==> src/rtl/ir_queue.sv <==
// ir_queue: instruction register fronted by a small prefetch queue.
//
// Buffers up to DEPTH instructions from the fetch side (valid/ready) and
// presents the oldest one to the controller. The head is shown whole on
// ir_out and also split into an opcode field and an immediate field. The
// immediate is zero- or sign-extended to DATA_W. A flush drops every
// buffered instruction when the program counter is redirected.
//
// Ports:
//   clk        system clock, rising edge
//   rst        synchronous active-high reset (flush + clear storage)
//   in_valid   fetch side presents in_instr
//   in_instr   instruction from memory
//   in_ready   queue can accept (count < DEPTH)
//   flush      discard all queued instructions
//   out_valid  head entry valid (count != 0)
//   out_ready  controller consumes the head this cycle
//   ir_out     head instruction, zero when empty
//   opcode     ir_out[INSTR_W-1:IMM_W]
//   immediate  ir_out[IMM_W-1:0] extended to DATA_W
//   count      number of valid entries
module ir_queue #(
  parameter int INSTR_W  = 8,
  parameter int IMM_W    = 4,
  parameter int DATA_W   = 8,
  parameter int DEPTH    = 4,
  parameter int SIGN_EXT = 0
) (
  input  logic                       clk,
  input  logic                       rst,
  input  logic                       in_valid,
  input  logic [INSTR_W-1:0]         in_instr,
  output logic                       in_ready,
  input  logic                       flush,
  output logic                       out_valid,
  input  logic                       out_ready,
  output logic [INSTR_W-1:0]         ir_out,
  output logic [INSTR_W-IMM_W-1:0]   opcode,
  output logic [DATA_W-1:0]          immediate,
  output logic [$clog2(DEPTH):0]     count
);

  localparam int AW = $clog2(DEPTH);
  localparam int CW = AW + 1;

  logic [INSTR_W-1:0] mem [DEPTH];
  logic [AW-1:0]      wp;
  logic [AW-1:0]      rp;
  logic [CW-1:0]      cnt;
  logic               push;
  logic               pop;
  logic [IMM_W-1:0]   imm;

  // in_ready is a function of occupancy alone, so a full queue never accepts
  // even when the head is being consumed in the same cycle.
  assign in_ready  = (cnt < CW'(DEPTH));
  assign out_valid = (cnt != '0);
  assign push      = in_valid & in_ready;
  assign pop       = out_valid & out_ready;
  assign count     = cnt;

  always_ff @(posedge clk) begin
    if (rst) begin
      wp  <= '0;
      rp  <= '0;
      cnt <= '0;
      for (int unsigned i = 0; i < DEPTH; i++) begin
        mem[i] <= '0;
      end
    end else if (flush) begin
      wp  <= '0;
      rp  <= '0;
      cnt <= '0;
    end else begin
      if (push) begin
        mem[wp] <= in_instr;
        wp      <= wp + AW'(1);
      end
      if (pop) begin
        rp <= rp + AW'(1);
      end
      if (push && !pop) begin
        cnt <= cnt + CW'(1);
      end else if (pop && !push) begin
        cnt <= cnt - CW'(1);
      end
    end
  end

  // Stale storage is masked so every output field reads zero when empty.
  always_comb begin
    ir_out = '0;
    if (cnt != '0) begin
      ir_out = mem[rp];
    end
  end

  assign opcode = ir_out[INSTR_W-1:IMM_W];
  assign imm    = ir_out[IMM_W-1:0];

  generate
    if (DATA_W > IMM_W) begin : g_ext
      logic fill;
      assign fill      = (SIGN_EXT != 0) ? imm[IMM_W-1] : 1'b0;
      assign immediate = {{(DATA_W-IMM_W){fill}}, imm};
    end else begin : g_noext
      assign immediate = imm;
    end
  endgenerate

endmodule

==> config.mk <==
export PLATFORM = sky130hd
export DESIGN_NAME = ir_queue
export DESIGN_NICKNAME = d
export VERILOG_FILES = /design/src/rtl/ir_queue.sv
export SDC_FILE = /design/constraint.sdc
export NUM_CORES = 1
export LEC_CHECK = 0
export ABC_AREA = 1
export CAP_MARGIN = 20
export CORE_ASPECT_RATIO = 0.7
export CORE_MARGIN = 3
export CORE_UTILIZATION = 45
export CTS_CLUSTER_DIAMETER = 120
export DETAILED_ROUTE_END_ITERATION = 7
export GPL_ROUTABILITY_DRIVEN = 0
export GPL_TIMING_DRIVEN = 0
export PLACE_DENSITY = 0.78
export SETUP_SLACK_MARGIN = 0.5
export SYNTH_ARGS = -nofsm -noshare
export SYNTH_HDL_FRONTEND = slang
export SYNTH_SLANG_ARGS = --single-unit
==> constraint.sdc <==
create_clock -name clk -period 1.45 [get_ports clk]
set_input_delay 0.145 -clock clk [delete_from_list [all_inputs] [get_ports clk]]
set_output_delay 0.145 -clock clk [all_outputs]
set_load 0.01 [all_outputs]
## Word level (Yosys, flattened, before mapping)

Memories as Yosys holds them, arrays and structs flattened. A register that Yosys moved wholly into a read port is not among the register bits.
Cells that the tools add are included.

- Word-level logic and storage cells: 33
- Memories: 1
- Input port bits: 13
- RAM bits: 32
- Flip-flop bits (word level): 7
- Output and inout port bits: 25

Memories:

| memory | depth | bits a word | rd ports | clocked after memory_dff | write ports | RTL line | RTL |
|---|---|---|---|---|---|---|---|
| mem | 4 | 8 | 1 | 1 | 4 | 46 | `logic [INSTR_W-1:0] mem [DEPTH];` |

- Add/subtract/negate cells: 4
- Reductions and logical operators: 8
- Muxes and demuxes: 14
- $lt $le $gt $ge: 1
- Bitwise logic cells: 2

Operator list:

| operator | count |
|---|---|
| $mux W8 | 2 |
| $reduce_or A8 Y1 | 1 |
| $mux W1 | 7 |
| $mux W2 | 3 |
| $mux W3 | 2 |
| $add A2 B1 Y2 const B | 2 |
| $add A3 B1 Y3 const B | 1 |
| $lt A3 B3 Y1 const B | 1 |
| $reduce_bool A3 Y1 | 1 |
| $sub A3 B1 Y3 const B | 1 |
| $and A1 B1 Y1 | 2 |
| $logic_and A1 B1 Y1 | 2 |
| $logic_not A1 Y1 | 2 |
| $reduce_bool A2 Y1 | 1 |
| $reduce_or A2 Y1 | 1 |

## Longest topological paths before layout

- Depth after elaboration: 8
- Depth in mapped cells: 12
- Mapped depth without buffers: 12

## Least setup slack after synthesis

No wires, ideal clock.

- Kind: register to register
- Start: register cnt[2] (netlist: count[2])
- End: register cnt[2] (netlist: count[2])
- Stages on the path, launching flop included: 13
- Period minus slack after synthesis: 1696 ps
- Library setup time: 110 ps
- Path slack: -246 ps
- Arrival: 1586 ps
- Path buffers: 0
- Data required time: 1340 ps
- Cell sequence: dfxtp_1 -> inv_2 -> nand2_1 -> nand2_1 -> ha_1 -> inv_1 -> fa_1 -> inv_1 -> nand2_1 -> nand3_1 -> nand2_1 -> inv_1 -> nor2_1

- Cells in the longest elaborated chain, start to end: 5
- Elaborated cells between the ends (all ways): 13
- Classes of those cells: add/sub: 2; order compare: 1; mux: 2; bitwise: 2; reduce/logical: 6

Ends and longest elaborated chain:

| what | RTL line | RTL |
|---|---|---|
| from (decl) | 49 | `logic [CW-1:0] cnt;` |
| from (signal assigned) | 83 | `cnt <= cnt + CW'(1);` |
| from (signal assigned) | 85 | `cnt <= cnt - CW'(1);` |
| $lt A3 B3 Y1 (*) | 56 | `assign in_ready = (cnt < CW'(DEPTH));` |
| net in_ready | 33 | `output logic in_ready,` |
| $and A1 B1 Y1 (*) | 58 | `assign push = in_valid & in_ready;` |
| $logic_not A1 Y1 | 84 | `end else if (pop && !push) begin` |
| $logic_and A1 B1 Y1 | 84 |  |
| $reduce_bool A2 Y1 (no line) | -- |  |

The timed path passes the listed nets; every way through them passes the cells marked *. The select of a mux whose other input is x is not followed.
A chain may end at the register's enable or synchronous reset.

## Final worst setup path

- Start: register cnt[1] (netlist: count[1])
- End: register cnt[2] (netlist: count[2])

- Cells in the longest elaborated chain, start to end: 5
- Elaborated cells between the ends (all ways): 13
- Classes of those cells: add/sub: 2; order compare: 1; mux: 2; bitwise: 2; reduce/logical: 6

Ends and longest elaborated chain:

| what | RTL line |
|---|---|
| $lt A3 B3 Y1 / $reduce_bool A3 Y1 (equally long branches) | 56, 57 |
| $and A1 B1 Y1, on equally long branches | 58, 59 |
| $logic_not A1 Y1, on equally long branches | 84, 82 |
| $logic_and A1 B1 Y1, on equally long branches | 84, 82 |
| $reduce_bool A2 Y1 (no line) / $mux W3 (equally long branches) | -- |

Several ways; a longest one is shown, not always the timed one. The select of a mux whose other input is x is not followed.

==> flow_summary_export.csv <==
group,metric,value,unit
run_status,status,"finished, violations left",
run_status,violations,"setup timing",
cells_and_area,fin_area,3578,sq um
global_route,grt_first_pass_wirelength,9.163,mm
die,dieArea,5392,sq um
cts,worstSkewPairLatency,0.31,ns
logic_synthesis,synth-adder-area-share,1.594,%
global_route,globalRouteOverflowTotal,0,
worst_setup_path,critPathMaxFanout,4,
logic_synthesis,ys.flop_type,"edfxtp_1",
worst_setup_path,crit_path_start,"count[1]",
logic_synthesis,synth_compound_area_share,6.009,%
cts,numCtsBuffers,5,
worst_setup_path,worstPathRequired,1.66,ns
sta,tightest_slew,0.5092,ns
min_path,holdPathEnd,"wp[1]",
cells_and_area,layoutNonFillerInstCount,366,
worst_setup_path,rrSetupSlack,-0.29,ns
logic_synthesis,ys_warn_count,0,
sta,whs,0.3859,ns
routing,wl_per_cell,18.87,um
cts,clock_sinks,41,
global_route,grt_pass1_vias,1875,
die,coreArea,4136,sq um
sta,max-slew-margin-rel,66.01,%
cells_and_area,drive_above_1_share,61.46,%
global_route,grt_use_total,22.44,%
logic_synthesis,ys_seq_area_share,55.92,%
routing,drt_iter0_markers,190,
sta,skew,0.01296,ns
power,seqPwrFrac,43.2,%
worst_setup_path,reg2regPathDepth,12,
power,leakagePower,1.483,nW
place,post-dp-hpwl,2.849,mm
cts,tritoncts,"yes",
cells_and_area,mostFrequentLayoutCells,"buf_6 (41), edfxtp_1 (32), nand2_1 (30)",
logic_synthesis,synth_simple_gate_area_share,26.00,%
logic_synthesis,synthCells,222,
place,dp_cells,310,
die,ios,38,
power,vdd_drop_max,0.0006749,V
worst_setup_path,timing.rr.end,"count[2]",
cells_and_area,seqCellArea,1156,sq um
worst_setup_path,r2r_start,"count[1]",
logic_synthesis,ys_ff_latch,41,
cells_and_area,n_fill_cell,182,
logic_synthesis,async_reset_ff_share,0,%
place,dpl-instance-area,2582,sq um
power,netSwitchingPower,0.0009586,W
sta,setup_violations,27,
die,rows,19,
logic_synthesis,synth_edf_count,32,
power,internal_power,0.002222,W
sta,fin_ws,-0.2915,ns
sta,slew_viol_final,0,
worst_setup_path,critPathKind,"reg -> reg",
die,initial_core_util,49.33,%
worst_setup_path,worstPathArrival,1.95,ns
worst_setup_path,start_kind,"flip-flop",
worst_setup_path,cpMaxStageDelayCell,"dfxtp_4",
cts,cts_buffer_depth,2,
sta,rsz0062_at_grt,"yes",
global_route,grt_max_degree,13,
cts,root_buffer,"clkbuf_8",
sta,timing.fmax,0.5742,GHz
cells_and_area,diodes,0,
sta,period_needed,1.741,ns
sta,hold_violations,0,
routing,firstDrtPassIters,4,
logic_synthesis,avgSynthCellArea,9.192,sq um
cells_and_area,final_common_cell,"buf_6",
logic_synthesis,synth_xor_area_share,0,%
power,powerDensity,888.8,nW/um^2
worst_setup_path,crit_family,"simple AND/OR/NAND/NOR gates",
cts,clk_pin_slew,0.09,ns
die,die_w,86.49,um
power,switching_share,30.14,%
worst_setup_path,crit_chain,"nor2_4 -> nand2_8 -> nand2_4 -> ha_4 -> inv_4 -> fa_2 -> inv_2 -> nand2_2 -> nand3_2 -> nand2_1 -> inv_1 -> nor2_1",
cells_and_area,nNetsFinal,328,
cells_and_area,multi_input_area,1144,sq um
worst_setup_path,crit_cells,12,
power,comb_power_share,31.5,%
logic_synthesis,syn_area,2041,sq um
power,p_clk_share,25.2,%
routing,wirelength,6.907,mm
cells_and_area,areaGrowthSynthToFinish,75.35,%
routing,vias,1908,
min_path,min_from,"rst",
global_route,antenna_found_initial,0,
power,power,0.003181,W
routing,viasPerCell,5.213,
logic_synthesis,muxShareOfSynthArea,0,%
worst_setup_path,cp_num_buf_inv,3,
min_path,hp-class,"in -> reg",
place,io_buffer_count,33,
routing,postRouteAntennaNets,0,
routing,drc,0,
cts,h-tree-depth,2,
logic_synthesis,synth_cell_types,25,
run,maxCapViolations,0,
die,die_h,62.34,um
worst_setup_path,cp-end-kind,"flip-flop",
min_path,hold_path_depth,4,
worst_setup_path,critPathMaxStageDelay,0.37,ns
sta,period_share,120.1,%
logic_synthesis,synth_top_family_by_area,"simple AND/OR/NAND/NOR gates",
[sequential cells by signal (all words and copies together), names as in the netlist, named ones only]
signal and flops:
rp 2, mem 32, count 3, wp 2
[stage by stage]
stage | setup TNS (ns) | worst slack, ns | utilization, %
floorplan | -0.1245 | -0.06645 | -
global placement | -12.87 | -0.3636 | 62.43
detailed placement | -13.83 | -0.3951 | 62.43
CTS | -2.571 | -0.1842 | 77.77
global route | -5.931 | -0.3608 | 86.51
finish | -4.249 | -0.2915 | 86.51
[cells in the mapped netlist, types with 2 or more instances]
| master | n | area, sq um |
|---|---|---|
| inv_2 | 3 | 11.26 |
| o21ai_0 | 10 | 50.05 |
| nand3_1 | 2 | 10.01 |
| a21oi_1 | 12 | 60.06 |
| nor2_1 | 54 | 202.7 |
| nand2_4 | 3 | 33.78 |
| inv_1 | 19 | 71.32 |
| edfxtp_1 | 32 | 960.9 |
| buf_4 | 14 | 105.1 |
| nor2_8 | 2 | 40.04 |
| nand2_1 | 49 | 183.9 |
| dfxtp_1 | 9 | 180.2 |
[metal layers]
metal	vias up	part of all wire (%)	track usage, %
met5	-	0	0
li1	885	-	-
met4	0	3.3	9.339
met1	913	39	27.82
met3	24	6.8	3.963
met2	86	51	38.26
[timing repair]
item                                    CTS  global route
endpoints found under the setup margin   90            94
setup buffers                            32            14
cloned                                    2             0
hold buffers                              0             0
pin swaps                                32            30
gates resized for setup                 170            73
[final cells by class]
class	count	area share, %
well taps	52	1.818
repair buffers	81	23.57
clock buffers	8	2.517
flip-flops and latches	41	32.31
inverters	23	3.636
plain buffers	16	4.196
multi-input cells	145	31.96
[worst max-delay path by stage]
stage                     end  slack [ns]
global placement    opcode[1]       -0.36
CTS                 opcode[0]       -0.18
floorplan            count[1]       -0.07
global route         count[2]       -0.36
finish               count[2]       -0.29
detailed placement  opcode[2]       -0.40
[power by group through the flow]
| stage | logic [W] | registers [W] | clock network, W |
|---|---|---|---|
| floorplan | 0.000334 | 0.00139 | 0 |
| global placement | 0.000540 | 0.00139 | 0 |
| detailed placement | 0.000549 | 0.00139 | 0 |
| CTS | 0.000768 | 0.00137 | 0.000758 |
| global route | 0.00106 | 0.00138 | 0.000834 |
| finish | 0.00100 | 0.00138 | 0.000802 |
[cell families after synthesis]
logic type,count (synthesis)
simple gates,115
flops,41
buf+inv,39
compound gates,24
fa+ha+maj,2
other cells,1
[worst min-delay path: cells and delay by family]
kind,cells,cell delay [ns]
simple gates,2,0.16
compound gates,1,0.05
buf+inv,1,0.31
(Power assumes the default switching activity.)
